==> src/rtl/apb_master_bridge.sv <==
// apb_master_bridge
//   APB requester: turns single-beat commands from a local valid/ready port
//   into APB SETUP/ACCESS transfers and reports each completion on a
//   one-cycle response pulse carrying read data and error/timeout status.
//
// Ports
//   PCLK, PRESET              clock (rising edge), synchronous active-high reset
//   cmd_valid/cmd_ready       command handshake; accepted when both are high
//   cmd_write/addr/wdata      command direction, address, write data
//   rsp_valid                 one-cycle completion pulse
//   rsp_rdata/err/timeout     completion data/status, held until next pulse
//   busy                      a transfer is in flight
//   PSEL..PWDATA              APB requester outputs
//   PRDATA, PREADY, PSLVERR   APB completer inputs
module apb_master_bridge #(
    parameter int ADDR_W  = 32,
    parameter int DATA_W  = 32,
    parameter int TIMEOUT = 16,
    parameter int TO_W    = 8
) (
    input  logic              PCLK,
    input  logic              PRESET,
    input  logic              cmd_valid,
    output logic              cmd_ready,
    input  logic              cmd_write,
    input  logic [ADDR_W-1:0] cmd_addr,
    input  logic [DATA_W-1:0] cmd_wdata,
    output logic              rsp_valid,
    output logic [DATA_W-1:0] rsp_rdata,
    output logic              rsp_err,
    output logic              rsp_timeout,
    output logic              busy,
    output logic              PSEL,
    output logic              PENABLE,
    output logic              PWRITE,
    output logic [ADDR_W-1:0] PADDR,
    output logic [DATA_W-1:0] PWDATA,
    input  logic [DATA_W-1:0] PRDATA,
    input  logic              PREADY,
    input  logic              PSLVERR
);

    typedef enum logic [1:0] {
        IDLE,
        SETUP,
        ACCESS
    } state_t;

    localparam bit              TO_EN   = (TIMEOUT != 0);
    // Last ACCESS wait cycle before the transfer is abandoned.
    localparam logic [TO_W-1:0] TO_LAST = TO_W'((TIMEOUT == 0) ? 0 : TIMEOUT - 1);

    state_t            state_q, state_d;
    logic [TO_W-1:0]   wait_q, wait_d;

    logic              psel_d, penable_d, pwrite_d;
    logic [ADDR_W-1:0] paddr_d;
    logic [DATA_W-1:0] pwdata_d;
    logic              rsp_valid_d, rsp_err_d, rsp_timeout_d;
    logic [DATA_W-1:0] rsp_rdata_d;

    assign cmd_ready = (state_q == IDLE) && !PRESET;

    always_comb begin
        state_d       = state_q;
        wait_d        = wait_q;
        psel_d        = PSEL;
        penable_d     = PENABLE;
        pwrite_d      = PWRITE;
        paddr_d       = PADDR;
        pwdata_d      = PWDATA;
        rsp_valid_d   = 1'b0;
        rsp_err_d     = rsp_err;
        rsp_timeout_d = rsp_timeout;
        rsp_rdata_d   = rsp_rdata;

        case (state_q)
            IDLE: begin
                if (cmd_valid) begin
                    state_d   = SETUP;
                    psel_d    = 1'b1;
                    penable_d = 1'b0;
                    pwrite_d  = cmd_write;
                    paddr_d   = cmd_addr;
                    pwdata_d  = cmd_wdata;
                end
            end
            SETUP: begin
                state_d   = ACCESS;
                penable_d = 1'b1;
                wait_d    = '0;
            end
            ACCESS: begin
                // PREADY is checked first so a completer answering on the
                // last allowed cycle still wins over the timeout.
                if (PREADY) begin
                    state_d       = IDLE;
                    psel_d        = 1'b0;
                    penable_d     = 1'b0;
                    rsp_valid_d   = 1'b1;
                    rsp_err_d     = PSLVERR;
                    rsp_timeout_d = 1'b0;
                    rsp_rdata_d   = PWRITE ? '0 : PRDATA;
                end else if (TO_EN && (wait_q == TO_LAST)) begin
                    state_d       = IDLE;
                    psel_d        = 1'b0;
                    penable_d     = 1'b0;
                    rsp_valid_d   = 1'b1;
                    rsp_err_d     = 1'b1;
                    rsp_timeout_d = 1'b1;
                    rsp_rdata_d   = '0;
                end else begin
                    wait_d = wait_q + 1'b1;
                end
            end
            default: state_d = IDLE;
        endcase
    end

    always_ff @(posedge PCLK) begin
        if (PRESET) begin
            state_q     <= IDLE;
            wait_q      <= '0;
            busy        <= 1'b0;
            PSEL        <= 1'b0;
            PENABLE     <= 1'b0;
            PWRITE      <= 1'b0;
            PADDR       <= '0;
            PWDATA      <= '0;
            rsp_valid   <= 1'b0;
            rsp_err     <= 1'b0;
            rsp_timeout <= 1'b0;
            rsp_rdata   <= '0;
        end else begin
            state_q     <= state_d;
            wait_q      <= wait_d;
            busy        <= (state_d != IDLE);
            PSEL        <= psel_d;
            PENABLE     <= penable_d;
            PWRITE      <= pwrite_d;
            PADDR       <= paddr_d;
            PWDATA      <= pwdata_d;
            rsp_valid   <= rsp_valid_d;
            rsp_err     <= rsp_err_d;
            rsp_timeout <= rsp_timeout_d;
            rsp_rdata   <= rsp_rdata_d;
        end
    end

endmodule
==> config.mk <==
export PLATFORM = sky130hd
export DESIGN_NAME = apb_master_bridge
export DESIGN_NICKNAME = d
export VERILOG_FILES = /design/src/rtl/apb_master_bridge.sv
export SDC_FILE = /design/constraint.sdc
export NUM_CORES = 1
export LEC_CHECK = 0
export BUFFER_PORTS_ARGS = -buffer_cell sky130_fd_sc_hd__buf_2
export CAP_MARGIN = 20
export CORE_ASPECT_RATIO = 1.4
export CORE_UTILIZATION = 45
export DETAILED_ROUTE_END_ITERATION = 8
export PLACE_DENSITY = 0.8
export SETUP_SLACK_MARGIN = 0.4
export SYNTH_ARGS = -nofsm -noshare
export SYNTH_HDL_FRONTEND = slang
export SYNTH_SLANG_ARGS = --single-unit
==> constraint.sdc <==
create_clock -name PCLK -period 2.3 [get_ports PCLK]
set_clock_uncertainty 0.05 [all_clocks]
set_input_delay 0.115 -clock PCLK [delete_from_list [all_inputs] [get_ports PCLK]]
set_output_delay 0.115 -clock PCLK [all_outputs]
set_load 0.01 [all_outputs]
==> results.sh <==
export IMPL_clkSinkCount=113
export IMPL_synth_area_per_cell_um2=8.96
export IMPL_cp_top_family="simple AND/OR/NAND/NOR gates"
export IMPL_critPathMaxStageDelay_ps=560
export IMPL_synth_fa_ha_area_share_pct=0.318
export IMPL_clk_latency_ps=400
export IMPL_hpwlAfterDp_mm=7.18
export IMPL_tightest_slew_ps=666
export IMPL_finish_net_count=839
export IMPL_cp_max_fo=33
export IMPL_drv_cap=0
export IMPL_ant_nets=0
export IMPL_hold_class="in -> reg"
export IMPL_yosys_area_share_xor_xnor_pct=0.446
export IMPL_finalSetupTns_ps=0
export IMPL_layout_common_cells="buf_2, nand2_1, dfxtp_1, dlygate4sd3_1, a21oi_1"
export IMPL_antenna_found_initial=1
export IMPL_synth_mux_area_share_pct=0.286
export IMPL_min_path_cells=2
export IMPL_holdWs_ps=189
export IMPL_cts_root_buf="clkbuf_16"
export IMPL_first_iter_violations=304
export IMPL_finalCritPeriodShare_pct=80.6
export IMPL_numCtsBuffers=17
export IMPL_cts_clk_slew_worst_paths_ps=50
export IMPL_grt_max_degree=66
export IMPL_synth_compound_area_share_pct=19.3
export IMPL_min_from="PRESET"
export IMPL_worst_r2r_cell_count=5
export IMPL_grtUsageTotal_pct=30.6
export IMPL_grt_pass1_vias=4657
export IMPL_min_period_ps=1850
export IMPL_fmax_mhz=539
export IMPL_wl_met1_mm=4.74
export IMPL_path_cells="or4_4 -> o21bai_4 -> a21oi_2 -> buf_6 -> a22o_1"
export IMPL_setup_viol=0
export IMPL_finalHoldViolCount=0
export IMPL_num_rows=40
export IMPL_ys_seq_area_share_pct=57.5
export IMPL_die_y_um=113
export IMPL_drive_above_1_share_pct=33.4
export IMPL_async_flop_share_pct=0
export IMPL_yosys_area_share_simple_pct=18.1
export IMPL_grt_pass1_wl_mm=21.2
export IMPL_gp_congestion=0.776
export IMPL_syn_cell_area_um2=3930
export IMPL_met2_length_mm=7.21
export IMPL_dr_wl_met3_mm=1.05
export IMPL_syn_inst=439
export IMPL_critical_path_slowest_cell="or4_4"
export IMPL_power_density_nw_per_um2=817
export IMPL_rrSetupSlack_ps=450
export IMPL_cp_arrival_ps=2090
export IMPL_syn2layout_area_growth_pct=68.4
export IMPL_fill_cells=538
export IMPL_core_area_um2=8510
export IMPL_port_buffer_count=205
export IMPL_drc=0
export IMPL_ys_flop_type="dfxtp_1"
export IMPL_timing_rr_start="wait_q[5]"
export IMPL_hold_end="wait_q[1]"
export IMPL_tritoncts="done"
export IMPL_p_total_mw=5.41
export IMPL_synth_distinct_cells=40
export IMPL_overflow=0
export IMPL_cts_buffer_depth=2
export IMPL_via_per_inst=5.19
export IMPL_synth_edf_count=0
export IMPL_startpoint_type="register"
export IMPL_status="complete, no violations"
export IMPL_postSynthNetCount=542
export IMPL_synth_top_family_by_area="compound AO/OA/AOI/OAI gates"
export IMPL_synth_warnings=0
export IMPL_slew_viol_final=0
export IMPL_final_common_cell="buf_2"
export IMPL_rsz0062_at_grt="yes"
export IMPL_peakVddDrop_mv=0.600
export IMPL_top_layer="met4"
export IMPL_path_buf_inv=1
export IMPL_firstDrtPassIters=4
export IMPL_maxSlewHeadroom_pct=55.6
export IMPL_die_area_um2=9120
export IMPL_cts_htree_levels=4
export IMPL_route_detailed_wl_per_inst_um=16.1
export IMPL_start_util_pct=46.2
export IMPL_r2r_end="rsp_rdata[24]"
export IMPL_wl_mm=13.7
export IMPL_crit_type="reg -> reg"
export IMPL_cp_required_ps=2540
export IMPL_io_pins=206
export IMPL_ys_ff_latch=113
export IMPL_end_kind="register"
export IMPL_die_w_um=81.0
export IMPL_vias=4432
export IMPL_power_leakage_nw=3.09
power breakdown:
part / switching [mW] / internal, mW / leakage [nW]
clock: 0.874 / 1.81 / 0.290
combinational: 0.312 / 0.305 / 1.88
sequential: 0.0549 / 2.05 / 0.922
total: 1.24 / 4.17 / 3.09
synth_stat cells (3+ instances only):
library cell,instances,area (um2)
clkbuf_1,15,56.3
buf_1,7,26.3
a22o_1,32,280
nand3_1,9,45.0
nand2_1,136,510
a21oi_1,71,355
or3_1,3,18.8
buf_2,7,35.0
nor2_1,6,22.5
nor3_1,3,15.0
dfxtp_1,113,2260
buf_6,3,33.8
o31ai_1,3,22.5
cell families after synthesis:
family,after synthesis
AOI/OAI and AO/OA,119
and+or+nand+nor,170
buffers and inverters,33
xor gates and xnor gates,2
adders and majority gates,1
DFF,113
muxes,1
state kept, by name, summed over array words and instances, names as in the netlist:
signal / flops
PWRITE: 1
rsp_timeout: 1
PADDR: 32
PSEL: 1
rsp_rdata: 32
PWDATA: 32
PENABLE: 1
rsp_valid: 1
rsp_err: 1
wait_q: 8
busy: 1
state_q: 2
worst register-to-register path, stage by stage (launching register included):
cell and delay (ps):
dfxtp_1 360, or4_4 560, o21bai_4 190, a21oi_2 80, buf_6 220, a22o_1 280
area by class of cell:
class | count | area [um2] | share of cell area (%)
inverter | 1 | 3.75 | 0.0567
sequential | 113 | 2260 | 34.2
tap | 105 | 131 | 1.98
multi-input combinational | 293 | 1540 | 23.2
antenna | 1 | 2.50 | 0.0378
clock buffer | 22 | 484 | 7.32
clock inverter | 9 | 130 | 1.97
timing repair buffer | 310 | 2070 | 31.2
stage by stage:
step	instance area [um2]	utilization [%]	setup WS (ps)	cells
6_report	6620	77.8	446	854
5_1_grt	6620	77.8	377	854
4_1_cts	6610	77.6	411	853
3_5_place_dp	4990	58.6	335	722
3_3_place_gp	4990	58.6	446	722
2_1_floorplan	3930	-	629	439
metal layers:
layer / global-route usage, % / up-vias
met4: 20.8 / 0
met1: 27.8 / 2066
met5: 0 / -
met3: 9.76 / 62
met2: 55.5 / 213
li1: - / 2091
timing repair:
| action | 4_1_cts | 5_1_grt |
|---|---|---|
| hold buffers | 100 | 0 |
| setup buffers | 0 | 0 |
| gates resized for setup | 1 | 2 |
| endpoints found under the setup margin | 4 | 33 |
| hold endpoints to repair | 102 | 0 |
worst max-delay path by stage:
stage                          start       endpoint  slack (ps)  cells after the start
after floorplan            wait_q[4]   rsp_rdata[0]         630                      5
after global placement    state_q[1]      wait_q[7]         450                      4
after detailed placement  state_q[1]      wait_q[7]         330                      4
after CTS                  wait_q[5]   rsp_rdata[0]         410                      5
after global routing      state_q[0]      PADDR[12]         380                      4
final                      wait_q[5]  rsp_rdata[24]         450                      5
Power figures use the tool's default switching activity.
